[config.mk]
export PLATFORM = sky130hd
export DESIGN_NAME = spi_rx_buffer
export DESIGN_NICKNAME = d
export VERILOG_FILES = /design/src/rtl/spi_pkg.sv /design/src/rtl/sync_2ff.sv /design/src/rtl/spi_rx_buffer.sv
export SDC_FILE = /design/constraint.sdc
export NUM_CORES = 1
export LEC_CHECK = 0
export CAP_MARGIN = 15
export CORE_UTILIZATION = 41
export DETAILED_ROUTE_END_ITERATION = 8
export GPL_TIMING_DRIVEN = 0
export SETUP_SLACK_MARGIN = 0.15
export SYNTH_ARGS = -nofsm -noshare
export SYNTH_HDL_FRONTEND = slang
export SYNTH_SLANG_ARGS = --single-unit
[constraint.sdc]
create_clock -name clk -period 4.25 [get_ports clk]
set_clock_uncertainty 0.15 [all_clocks]
set_input_delay 0.85 -clock clk [delete_from_list [all_inputs] [get_ports clk]]
set_output_delay 0.85 -clock clk [all_outputs]
set_load 0.03 [all_outputs]
[src/rtl/spi_pkg.sv]
// Constants shared by the SPI master, the SPI slave and the receive-side buffer.
package spi_pkg;
  localparam int DATA_W        = 12;
  localparam int RX_FIFO_DEPTH = 8;
endpackage

[src/rtl/sync_2ff.sv]
// Two-flop level synchronizer for single-bit SPI-domain signals (done, cs, ...).
// Latency 2 clk; no flow control.
module sync_2ff (
  input  logic clk,
  input  logic rst,
  input  logic d,
  output logic q
);

  logic meta;

  always_ff @(posedge clk or negedge rst) begin
    if (!rst) begin
      meta <= 1'b0;
      q    <= 1'b0;
    end else begin
      meta <= d;
      q    <= meta;
    end
  end

endmodule

[src/rtl/spi_rx_buffer.sv]
// Receive FIFO for SPI frames: one push per rising edge of done, written 3 clk after done is sampled.
// First-word fall-through read side; a push into a full FIFO without a pop is dropped and flagged.
module spi_rx_buffer #(
  parameter int DATA_W = spi_pkg::DATA_W,
  parameter int DEPTH  = spi_pkg::RX_FIFO_DEPTH
) (
  input  logic                     clk,
  input  logic                     rst,
  input  logic                     done,
  input  logic [DATA_W-1:0]        rx_data,
  input  logic                     pop,
  input  logic                     clr_ovf,
  output logic [DATA_W-1:0]        rd_data,
  output logic                     rd_valid,
  output logic                     full,
  output logic                     empty,
  output logic [$clog2(DEPTH):0]   count,
  output logic                     overflow
);

  import spi_pkg::*;

  localparam int PW = $clog2(DEPTH);
  localparam int CW = PW + 1;
  localparam logic [CW-1:0] DEPTH_C = CW'(DEPTH);

  logic [DATA_W-1:0] mem [DEPTH];
  logic [PW-1:0]     wr_ptr;
  logic [PW-1:0]     rd_ptr;

  logic done_s;
  logic done_d;
  logic sync_ready;
  logic armed;
  logic push;
  logic do_push;
  logic do_pop;
  logic drop;

  sync_2ff u_sync_done (
    .clk (clk),
    .rst (rst),
    .d   (done),
    .q   (done_s)
  );

  // Goes high once done_s carries a real post-reset sample; lets a done level
  // held across reset be ignored until it has been seen low.
  sync_2ff u_sync_ready (
    .clk (clk),
    .rst (rst),
    .d   (1'b1),
    .q   (sync_ready)
  );

  always_ff @(posedge clk or negedge rst) begin
    if (!rst) begin
      done_d <= 1'b0;
      armed  <= 1'b0;
    end else begin
      done_d <= done_s;
      armed  <= armed | (sync_ready & ~done_s);
    end
  end

  assign push    = done_s & ~done_d & armed;
  assign do_pop  = pop & ~empty;
  assign do_push = push & (~full | do_pop);
  assign drop    = push & full & ~pop;

  always_ff @(posedge clk or negedge rst) begin
    if (!rst) begin
      wr_ptr   <= '0;
      rd_ptr   <= '0;
      count    <= '0;
      overflow <= 1'b0;
    end else begin
      if (do_push) wr_ptr <= wr_ptr + 1'b1;
      if (do_pop)  rd_ptr <= rd_ptr + 1'b1;
      case ({do_push, do_pop})
        2'b10:   count <= count + CW'(1);
        2'b01:   count <= count - CW'(1);
        default: count <= count;
      endcase
      // A drop wins over a clear arriving in the same cycle.
      if (drop)         overflow <= 1'b1;
      else if (clr_ovf) overflow <= 1'b0;
    end
  end

  always_ff @(posedge clk) begin
    if (do_push) mem[wr_ptr] <= rx_data;
  end

  assign full     = (count == DEPTH_C);
  assign empty    = (count == '0);
  assign rd_valid = ~empty;
  assign rd_data  = empty ? '0 : mem[rd_ptr];

endmodule

Yosys cells after proc, flatten, opt, wreduce, memory -nomap -nowiden. Memories as Yosys holds them, arrays and structs flattened. Index checks and enable logic that the tools add are counted.

Register bits after elaboration: 17. Bits in writable memories: 96. Input port bits: 17. Word-level logic and storage cells: 41. Memories kept: 1.

Memory list: mem (words 8, width 12, rd ports 1, clocked after Yosys merged registers in 0, wr ports 1, line spi_rx_buffer.sv:27) `logic [DATA_W-1:0] mem [DEPTH];`.

Add/subtract/negate cells: 4. Eq/ne operators: 3. Muxes and demuxes: 6. Bitwise operators: 14. Reductions and logical operators: 3.

Operator list (count): 2-to-1 mux 12 bit (1); case mux 4 bit (2 select lines) (1); bitwise AND 1 bit (7); adder 3 x 1 -> 3 bit, second input constant (2); inverter 1 bit (5); adder 4 x 1 -> 4 bit, second input constant (1); == test 4 bit, second input constant (1); logical NOT 4 bit (1); 2-to-1 mux 1 bit (4); nonzero test 2 bit (2); subtractor 4 x 1 -> 4 bit, second input constant (1); == test 2 x 1 -> 1 bit, second input constant (1); == test 2 bit, second input constant (1); OR 1 bit (2).

Longest topological paths before layout. Gate-level depths: netlist of the first run.

Word-level depth: 7. Mapped depth: 10. Gate-level depth less buffers: 10.

Hierarchy. Synthesis of the first run repeated with hierarchy kept, for this count alone.

Cell total of the unflattened synthesis: 228. Area total of the unflattened synthesis: 4445.5 sq um.

Modules (own cells, without submodules): spi_rx_buffer (times used 1, cells an instance 224, area an instance 4345.4 sq um, sequential area each 3208.1 sq um); sync_2ff (times used 2, cells an instance 2, area an instance 50.0 sq um, sequential area each 50.0 sq um).

Least setup slack after synthesis of the first run. Ideal clock, no wire load.

Kind: register -> register. Start point: reg count[2]. End point: reg count[2]. Library setup time: 0.140 ns. Arrival: 2.729 ns. Data required time: 3.960 ns. Path slack: 1.231 ns. Cell stages (with the launch flop): 11. Cells stage by stage: dfrtp_1 nor4b_2 a21oi_1 inv_1 ha_1 xor2_1 ha_1 a21oi_1 xor2_1 nor2_1 xor2_1.

Elaborated cells between the ends (all ways): 13.

RTL lines: start: declaration (line spi_rx_buffer.sv:17) `output logic [$clog2(DEPTH):0] count,`; start signal: assignment (line spi_rx_buffer.sv:81) `2'b10: count <= count + CW'(1);`; start signal: assignment (line spi_rx_buffer.sv:82) `2'b01: count <= count - CW'(1);`; start signal: assignment (line spi_rx_buffer.sv:83) `default: count <= count;`; == test 4 bit (*) (line spi_rx_buffer.sv:95) `assign full = (count == DEPTH_C);`; named net full (line spi_rx_buffer.sv:15) `output logic full,`; inverter 1 bit (*) (line spi_rx_buffer.sv:68) `assign do_push = push & (~full | do_pop);`; OR 1 bit (*) (line spi_rx_buffer.sv:68); bitwise AND 1 bit (*) (line spi_rx_buffer.sv:68); == test 2 x 1 -> 1 bit or == test 2 bit (tied branches) (line spi_rx_buffer.sv:80) `case ({do_push, do_pop})`; case mux 4 bit (2 select lines) or nonzero test 2 bit (tied branches).

Mark *: on every way through the listed nets, which the timed path passes. The rest lies on a longest branch. A chain may end at the register's enable or synchronous reset.

Worst setup path in the final report of the first run.
Start point: reg rd_ptr[1]. End point: out rd_data[7].

Longest elaborated chain between the ends: 2.

RTL lines: start: declaration (line spi_rx_buffer.sv:29) `logic [PW-1:0] rd_ptr;`; start signal: assignment (line spi_rx_buffer.sv:79) `if (do_pop) rd_ptr <= rd_ptr + 1'b1;`; memory read (8 x 12 bit); 2-to-1 mux 12 bit (line spi_rx_buffer.sv:98) `assign rd_data = empty ? '0 : mem[rd_ptr];`; end: declaration (line spi_rx_buffer.sv:13) `output logic [DATA_W-1:0] rd_data,`.

No other way between the ends.

==> metrics, run 1 <==
status=completed; Mapped Cells=228; Root Buffer=clkbuf_8; Synth Net Count=250; Fin. Hold Viols=0; synth top area cells=edfxtp_1 (65%), mux4_2 (12%), dfrtp_1 (9.6%), mux2i_1 (2.7%), nor2_1 (1.6%); Detail Route Antenna Nets=0; synth warn=0; postcts setup bufs=0; initial antenna violation count=0; Longest Clk Path Bufs=2; GRT Total Usage=0.165; GRT busiest layer=met2; Post-Syn Area=4440 um2; post-CTS sizing=0; CP Buf/Inv Count=3; Max Freq=255 MHz; clk slew on worst S/H paths=60 ps; placed insts=408; core area=10400 um2; Port Buffers=36; syn avg cell area=19.5 um2; period utilization=0.924; fillers=828; VDD IR max=0.000363 V; diode count=0; initial core utilization=0.427; CP startpoint kind=register; asr flop ratio synth=0.150; Pwr per Cell Area=729 nW/um2; multi-input logic area=1080 um2; RSZ-0062 raised after global routing=no; slew margin rel.=0.483; row cnt=37; vias in the first global route=2300; P_int=2.83 mW; CTS tree=built; CP Cell Sequence=buf_2 > buf_1 > mux4_2 > mux2i_1 > nor2_1 > clkdlybuf4s50_1; critical path arrival=2920 ps; FF+latch area=3310 um2; WL/cell=18.8 um; worst slew pin tran=775 ps; Chip Width=106 um; proportion of layout cells with a drive suffix above 1=0.241; Iter 0 DRT Violations=93; Final #Nets=313; top cells by count, synth=edfxtp_1 (96), mux4_2 (24), nor2_1 (19); clock power share=0.325; post-synthesis sequential area ratio=0.745; crit path max fanout=10; static leakage=1.98 nW; Final setup viols=0; Yosys top cell area share=0.649; first-pass GRT wire length=13000 um; DRC=0; M1 GR Usage=0.211; GRT met2 Usage=0.268; Via Count=2223; Design Power=4.11 mW; Layout area overhead=26.8%; die area=11300 um2; endpoint type of the worst setup path=primary output; min-delay worst type=reg2reg; CP delay by family, top=buffers and inverters; Clk Latency, worst-skew pair=500 ps; top-count cell post-synth=edfxtp_1; DP Wirelength=5460 um; H-tree Lvls=4; synthesized flop and latch total=113; DRT Pass-1 Iters=4; Die Y-Extent=106 um; kind of critical path=reg2out; Stages on worst setup path=6; met3 usage=0.0374; Logic pwr share=0.334; final wirelength=8270 um; GR Overflow Total=0; Final Non-Filler Cells=439; routability cong.=0.702; slowest CP cell=buf_1; Final Slew Violations=0; hold_buf cts=0; Post-synth EDFFs=96; DR vias/cell=5.06; # IOs=37; P_sw=1.28 mW; TNS Setup=0 ps; FF-to-FF path depth=10; Clock Sink Count=113; Post-Place Setup Slack=803 ps; worst path required time=3250 ps; most common flop cell mapped by yosys=edfxtp_1; final worst slack=325 ps; fin util=0.541; Worst Hold Depth=0; Sequential Power Share=0.341; switch share=0.311; CP max stage delay=620 ps; crit path time final=3920 ps; largest net degree at the start of global routing=18; cell taking the most area after synthesis=edfxtp_1; clock buffer count from CTS=17; Netlist cell types=31; maxcap violations=0
## through the flow
| stage | instance area [um2] | hold WS, ps |
|---|---|---|
| after floorplan | 4440 | 181 |
| after global placement | 4970 | 185 |
| after detailed placement | 5070 | 189 |
| after CTS | 5630 | 201 |
| after global routing | 5630 | 211 |
| final | 5630 | 197 |
## per-layer routing
metal / routed length, um / vias to the layer above / share of wire
li1: - / 1021 / -
met1: 3650 / 1157 / 0.44
met2: 4290 / 34 / 0.52
met3: 225 / 11 / 0.027
met4: 102 / 0 / 0.012
met5: 0 / - / 0
## path summary, 6_finish.rpt
path	startpoint	endpoint	slack, ps
max reg2reg	count[2]$_DFFE_PN0P_	count[2]$_DFFE_PN0P_	1610
max in group asynchronous	rst	u_sync_ready.q$_DFF_PN0_	2840
min reg2reg	u_sync_ready.meta$_DFF_PN0_	u_sync_ready.q$_DFF_PN0_	200
min in group asynchronous	rst	wr_ptr[2]$_DFFE_PN0P_	640
min	u_sync_ready.meta$_DFF_PN0_	u_sync_ready.q$_DFF_PN0_	200
max	rd_ptr[1]$_DFFE_PN0P_	rd_data[7]	330
## registers in the layout (all words and copies together) (netlist names)
register           count
overflow               1
u_sync_done.q          1
u_sync_ready.meta      1
wr_ptr                 3
rd_ptr                 3
done_d                 1
armed                  1
u_sync_ready.q         1
u_sync_done.meta       1
mem                   96
count                  4
## cell usage in the layout, fill, tap and decap left out, types with 4 or more instances in the layout
master and instances:
mux2i_1 12, nand2_1 10, clkinv_2 4, mux4_2 24
nor2_1 19, clkinv_1 4, buf_2 4, xor2_1 5
ha_1 5, clkdlybuf4s50_1 36, clkbuf_16 16, buf_6 7
inv_1 4, dfrtp_1 17, edfxtp_1 96
## power groups by stage
| stage | Combinational, mW | Clock [mW] | Sequential, mW |
|---|---|---|---|
| after global routing | 1.48 | 1.40 | 1.41 |
| after floorplan | 0.885 | 0 | 1.44 |
| after global placement | 1.37 | 0 | 1.42 |
| final | 1.37 | 1.33 | 1.40 |
| after detailed placement | 1.40 | 0 | 1.42 |
| after CTS | 1.40 | 1.35 | 1.40 |
## layout make-up
class                   instances  share of cell area
flip-flops and latches        113               0.587
multi-input cells             101               0.192
repair buffers                 44              0.0793
clock buffers                  17              0.0735
well taps                     136              0.0302
clock inverters                14              0.0262
plain buffers                   9             0.00822
inverters                       5             0.00333
## logic make-up (layout without fill, tap and decap cells)
group | count (synthesis) | in the layout | share of synthesized area
compound gates | 7 | 7 | 0.00986
xor+xnor | 8 | 8 | 0.0158
fa+ha+maj | 5 | 5 | 0.0141
buf+inv | 14 | 89 | 0.0146
flops | 113 | 113 | 0.745
mux | 38 | 38 | 0.155
other cells | 1 | 1 | 0.000844
simple gates | 42 | 42 | 0.0456
Power figures use the tool's default switching activity.
==> run 2, diff against run 1 <==
- CELL_PAD_IN_SITES_DETAIL_PLACEMENT: default -> 1
- CELL_PAD_IN_SITES_GLOBAL_PLACEMENT: default -> 1
- CTS_BUF_LIST: default -> sky130_fd_sc_hd__clkbuf_8 sky130_fd_sc_hd__clkbuf_16
- PLACE_DENSITY_LB_ADDON: default -> 0.1
==> run 2 against run 1 <==
Global-route usage grew 2.4 points; via count grew 1.8%; clock power shrank 3%; critical endpoint is now rd_data[2]; register-to-register slack lost 30 ps; power is essentially flat.
==> metrics, run 2 (synthesis results as in run 1) <==
DP Area=5070 um2 (about the same); commonest non-fill, non-tap cells in the layout=edfxtp_1 (96), clkdlybuf4s50_1 (36), mux4_2 (24); Pwr per Cell Area=731 nW/um2 (+0.32%); endpoint type of the worst setup path=primary output; VDD IR max=0.000365 V (+0.58%); crit path max fanout=10 (unchanged); hold_buf cts=0 (unchanged); Final #Nets=312 (-0.32%); Die Y-Extent=106 um (unchanged); DR vias/cell=5.18 (+2.3%); CP startpoint kind=register; Final Slew Violations=0 (unchanged); DP Wirelength=6010 um (+10%); final wirelength=9550 um (+15%); CTS tree=built; largest net degree at the start of global routing=18 (unchanged); final worst slack=409 ps (+84.2 ps); proportion of layout cells with a drive suffix above 1=0.252 (+0.0116); initial antenna violation count=0 (unchanged); period utilization=0.904 (-0.0198); WL/cell=21.9 um (+16%); Layout area overhead=26.2%; crit path time final=3840 ps (-84.2 ps); GRT Total Usage=0.189 (+0.0235); worst slew pin tran=882 ps (+107 ps); Via Count=2264 (+1.8%); Root Buffer=clkbuf_8; initial core utilization=0.427 (unchanged); Post-Place Setup Slack=797 ps (-5.93 ps); RSZ-0062 raised after global routing=no; Reg with most FFs=mem; status=completed; die area=11300 um2 (unchanged); Fin. Hold Viols=0 (unchanged); clock buffer count from CTS=17 (unchanged); Port Buffers=36 (unchanged); fin area=5610 um2 (-0.40%); Chip Width=106 um (unchanged); first-pass GRT wire length=14600 um (+13%); kind of critical path=reg2out; Clock Sink Count=113 (unchanged); routability cong.=0.677 (-3.6%); critical path arrival=2840 ps (-80 ps); most common cell after layout, fill and taps aside=edfxtp_1; TNS Setup=0 ps (unchanged); slew margin rel.=0.411 (-0.0720); H-tree Lvls=4 (unchanged); static leakage=1.97 nW (-0.21%); GR Overflow Total=0 (unchanged); worst path required time=3250 ps (about the same); Longest Clk Path Bufs=2 (unchanged); Detail Route Antenna Nets=0 (unchanged); # IOs=37 (unchanged); DRT Pass-1 Iters=4 (unchanged); core area=10400 um2 (unchanged); Largest register FFs=96 (unchanged); min-delay worst type=reg2reg; diode count=0 (unchanged); maxcap violations=0 (unchanged); Final setup viols=0 (unchanged); Max Freq=260 MHz (+2.2%); row cnt=37 (unchanged); vias in the first global route=2466 (+7.2%); DRC=0 (unchanged); Clk Latency, worst-skew pair=510 ps (about the same); Largest regs=mem (96), count (4); clk slew on worst S/H paths=50 ps (about the same); Iter 0 DRT Violations=113 (+22%)
[run 2: worst max-delay path, cell delays in order (launching register included)]
cell             delay, ps
dfrtp_1                360
buf_2                  270
buf_4                  310
mux4_2                 560
mux2i_1                160
nor2_1                  60
clkdlybuf4s50_1        600
[run 2: area by class of cell]
cell class,instances,area [um2]
Multi-Input combinational cell,101,1080
Sequential cell,113,3310
Fill cell,955,4810
Timing Repair Buffer,43,443
Clock inverter,13,124
Clock buffer,17,414
Inverter,5,18.8
Buffer,9,48.8
Tap cell,136,170
[run 2: metal layers]
layer / wire (um) / GRT usage / vias to the layer above
met5: 0 / 0 / -
met4: 103 / 0.0714 / 0
met3: 260 / 0.0423 / 10
met2: 5050 / 0.321 / 41
met1: 4140 / 0.235 / 1197
li1: - / - / 1016
[run 2: timing repair]
action | 4_1_cts | 5_1_grt
endpoints found under the setup margin | 0 | 1
setup buffers | 0 | 0
gates resized for setup | 0 | 3
endpoints found under the hold margin | 0 | 0
[run 2: worst paths after layout]
kind,slack (ps),cells past startpoint,to,startpoint
worst max register to register,1580,10,count[2]$_DFFE_PN0P_,count[2]$_DFFE_PN0P_
min in group asynchronous,650,1,overflow$_DFFE_PN0P_,rst
worst min-delay path,200,0,u_sync_done.q$_DFF_PN0_,u_sync_done.meta$_DFF_PN0_
worst max-delay path,410,6,rd_data[2],rd_ptr[0]$_DFFE_PN0P_
worst min register to register,200,0,u_sync_done.q$_DFF_PN0_,u_sync_done.meta$_DFF_PN0_
max in group asynchronous,2800,1,rd_ptr[0]$_DFFE_PN0P_,rst
[run 2: through the flow]
stage / util / hold slack (ps) / power [mW] / std cells
2_1_floorplan: - / 181 / 2.33 / 228
3_5_place_dp: 0.487 / 196 / 2.84 / 407
6_report: 0.538 / 204 / 4.10 / 437
5_1_grt: 0.538 / 218 / 4.27 / 437
3_3_place_gp: 0.477 / 182 / 2.79 / 400
4_1_cts: 0.538 / 209 / 4.15 / 437
[run 2: power breakdown]
| group | switching (mW) | internal, mW | leakage (nW) |
|---|---|---|---|
| Clock | 0.479 | 0.815 | 0.264 |
| Sequential | 0.0860 | 1.32 | 1.07 |
| Combinational | 0.763 | 0.637 | 0.643 |
| Total | 1.33 | 2.77 | 1.97 |
==> run 3, diff against run 2 <==
- CORE_UTILIZATION: 41 -> 53
==> run 3 against run 2 <==
Setup slack lost 3.9 ps; flip-flop and latch count did not move; global-route usage rose by 7.0 points; clock power increased by 9%; critical path type unchanged; critical endpoint is now rd_data[7].
==> metrics, run 3 (synthesis results as in run 1) <==
# IOs=37 (unchanged); Clock Sink Count=113 (unchanged); Via Count=2331 (+3.0%); clk slew on worst S/H paths=60 ps (about the same); final worst slack=405 ps (-3.90 ps); Final Non-Filler Cells=409 (-6.4%); hold_buf cts=0 (unchanged); kind of critical path=reg2out; Largest regs=mem (96), count (4); Post-Place Setup Slack=755 ps (-42.1 ps); row cnt=33 (-11%); Clk Latency, worst-skew pair=520 ps (about the same); Worst Hold Path EP=u_sync_done.q$_DFF_PN0_; VDD IR max=0.000541 V (+48%); RR Startpoint=count[2]$_DFFE_PN0P_; DP Area=5030 um2 (-0.74%); WL/cell=24.5 um (+12%); GRT Total Usage=0.259 (+0.0704); Chip Width=93.6 um (-12%); final hold slack=196 ps (-8.07 ps); placed insts=377 (-7.4%); hold_sp=u_sync_done.meta$_DFF_PN0_; clock buffer count from CTS=17 (unchanged); proportion of layout cells with a drive suffix above 1=0.260 (+0.00738); CP startpoint kind=register; routability cong.=0.655 (-3.2%); RSZ-0062 raised after global routing=no; Pwr per Cell Area=750 nW/um2 (+2.6%); Iter 0 DRT Violations=177 (+57%); FF+latch area=3310 um2 (unchanged); crit path time final=3840 ps (+3.90 ps); Final setup viols=0 (unchanged); maxcap violations=0 (unchanged); GR Overflow Total=0 (unchanged); fin util=0.687 (+0.149); DRT Pass-1 Iters=4 (unchanged); slew margin rel.=0.442 (+0.0306); post-CTS sizing=0 (unchanged); initial antenna violation count=0 (unchanged); critical path arrival=2840 ps (about the same); TNS Setup=0 ps (unchanged); reg2reg end=count[2]$_DFFE_PN0P_; die area=8750 um2 (-22%); largest net degree at the start of global routing=18 (unchanged); Max Freq=260 MHz (-0.10%); period utilization=0.905 (+0.000917); Layout area overhead=26.4%; crit path max fanout=10 (unchanged); Design Power=4.22 mW (+2.8%); Root Buffer=clkbuf_8; Port Buffers=36 (unchanged); H-tree Lvls=4 (unchanged); first-pass GRT wire length=15100 um (+2.9%); status=completed; Detail Route Antenna Nets=0 (unchanged); static leakage=1.99 nW (+1.1%); Die Y-Extent=93.6 um (-12%); fin area=5620 um2 (+0.16%); FF-to-FF path depth=10 (unchanged); initial core utilization=0.543 (+0.117); R2R Setup Slk=1370 ps (-210 ps); Final #Nets=313 (+0.32%); commonest non-fill, non-tap cells in the layout=edfxtp_1 (96), clkdlybuf4s50_1 (36), mux4_2 (24); DR vias/cell=5.70 (+10%); postcts setup bufs=0 (unchanged); multi-input logic area=1080 um2 (-0.23%); worst slew pin tran=834 ps (-47.5 ps); DP Wirelength=6100 um (+1.5%); min-delay worst type=reg2reg; Final Slew Violations=0 (unchanged); Fin. Hold Viols=0 (unchanged); worst path required time=3250 ps (about the same); diode count=0 (unchanged); CTS tree=built; core area=8180 um2 (-22%); Largest register FFs=96 (unchanged); endpoint type of the worst setup path=primary output; final wirelength=10000 um (+4.8%); DRC=0 (unchanged); fillers=688 (-28%); most common cell after layout, fill and taps aside=edfxtp_1; Longest Clk Path Bufs=2 (unchanged); Worst Hold Depth=0 (unchanged); Reg with most FFs=mem; vias in the first global route=2546 (+3.2%)
[run 3: cell type report]
| type | instances | area share |
|---|---|---|
| Timing Repair Buffer | 44 | 0.0795 |
| Tap cell | 105 | 0.0234 |
| Inverter | 5 | 0.00334 |
| Multi-Input combinational cell | 101 | 0.192 |
| Clock buffer | 17 | 0.0737 |
| Buffer | 9 | 0.00869 |
| Sequential cell | 113 | 0.589 |
| Clock inverter | 15 | 0.0303 |
[run 3: worst max path at each step]
stage | depth (start not counted) | slack, ps | startpoint | to
floorplan | 10 | 1230 | count[2]$_DFFE_PN0P_ | count[2]$_DFFE_PN0P_
global placement | 5 | 100 | pop | mem[1][8]$_DFFE_PP_
detailed placement | 11 | 750 | pop | count[2]$_DFFE_PN0P_
CTS | 6 | 210 | rd_ptr[1]$_DFFE_PN0P_ | rd_data[7]
global route | 6 | 220 | rd_ptr[0]$_DFFE_PN0P_ | rd_data[7]
finish | 6 | 410 | rd_ptr[0]$_DFFE_PN0P_ | rd_data[7]
[run 3: worst max-delay path: stages (launching register included)]
cell,delay (ps)
dfrtp_1,380
buf_2,250
buf_4,310
mux4_2,540
mux2i_1,180
nor2_1,60
clkdlybuf4s50_1,600
[run 3: where the power goes]
group / internal, mW / switching, mW / total, mW
sequential: 1.32 / 0.0876 / 1.41
combinational: 0.638 / 0.773 / 1.41
clock: 0.886 / 0.509 / 1.40
[run 3: layer usage]
| layer | wire, um | up-vias | global-route usage |
|---|---|---|---|
| li1 | - | 1020 | - |
| met1 | 4200 | 1225 | 0.331 |
| met2 | 5290 | 72 | 0.425 |
| met3 | 353 | 14 | 0.0545 |
| met4 | 167 | 0 | 0.127 |
| met5 | 0 | - | 0 |
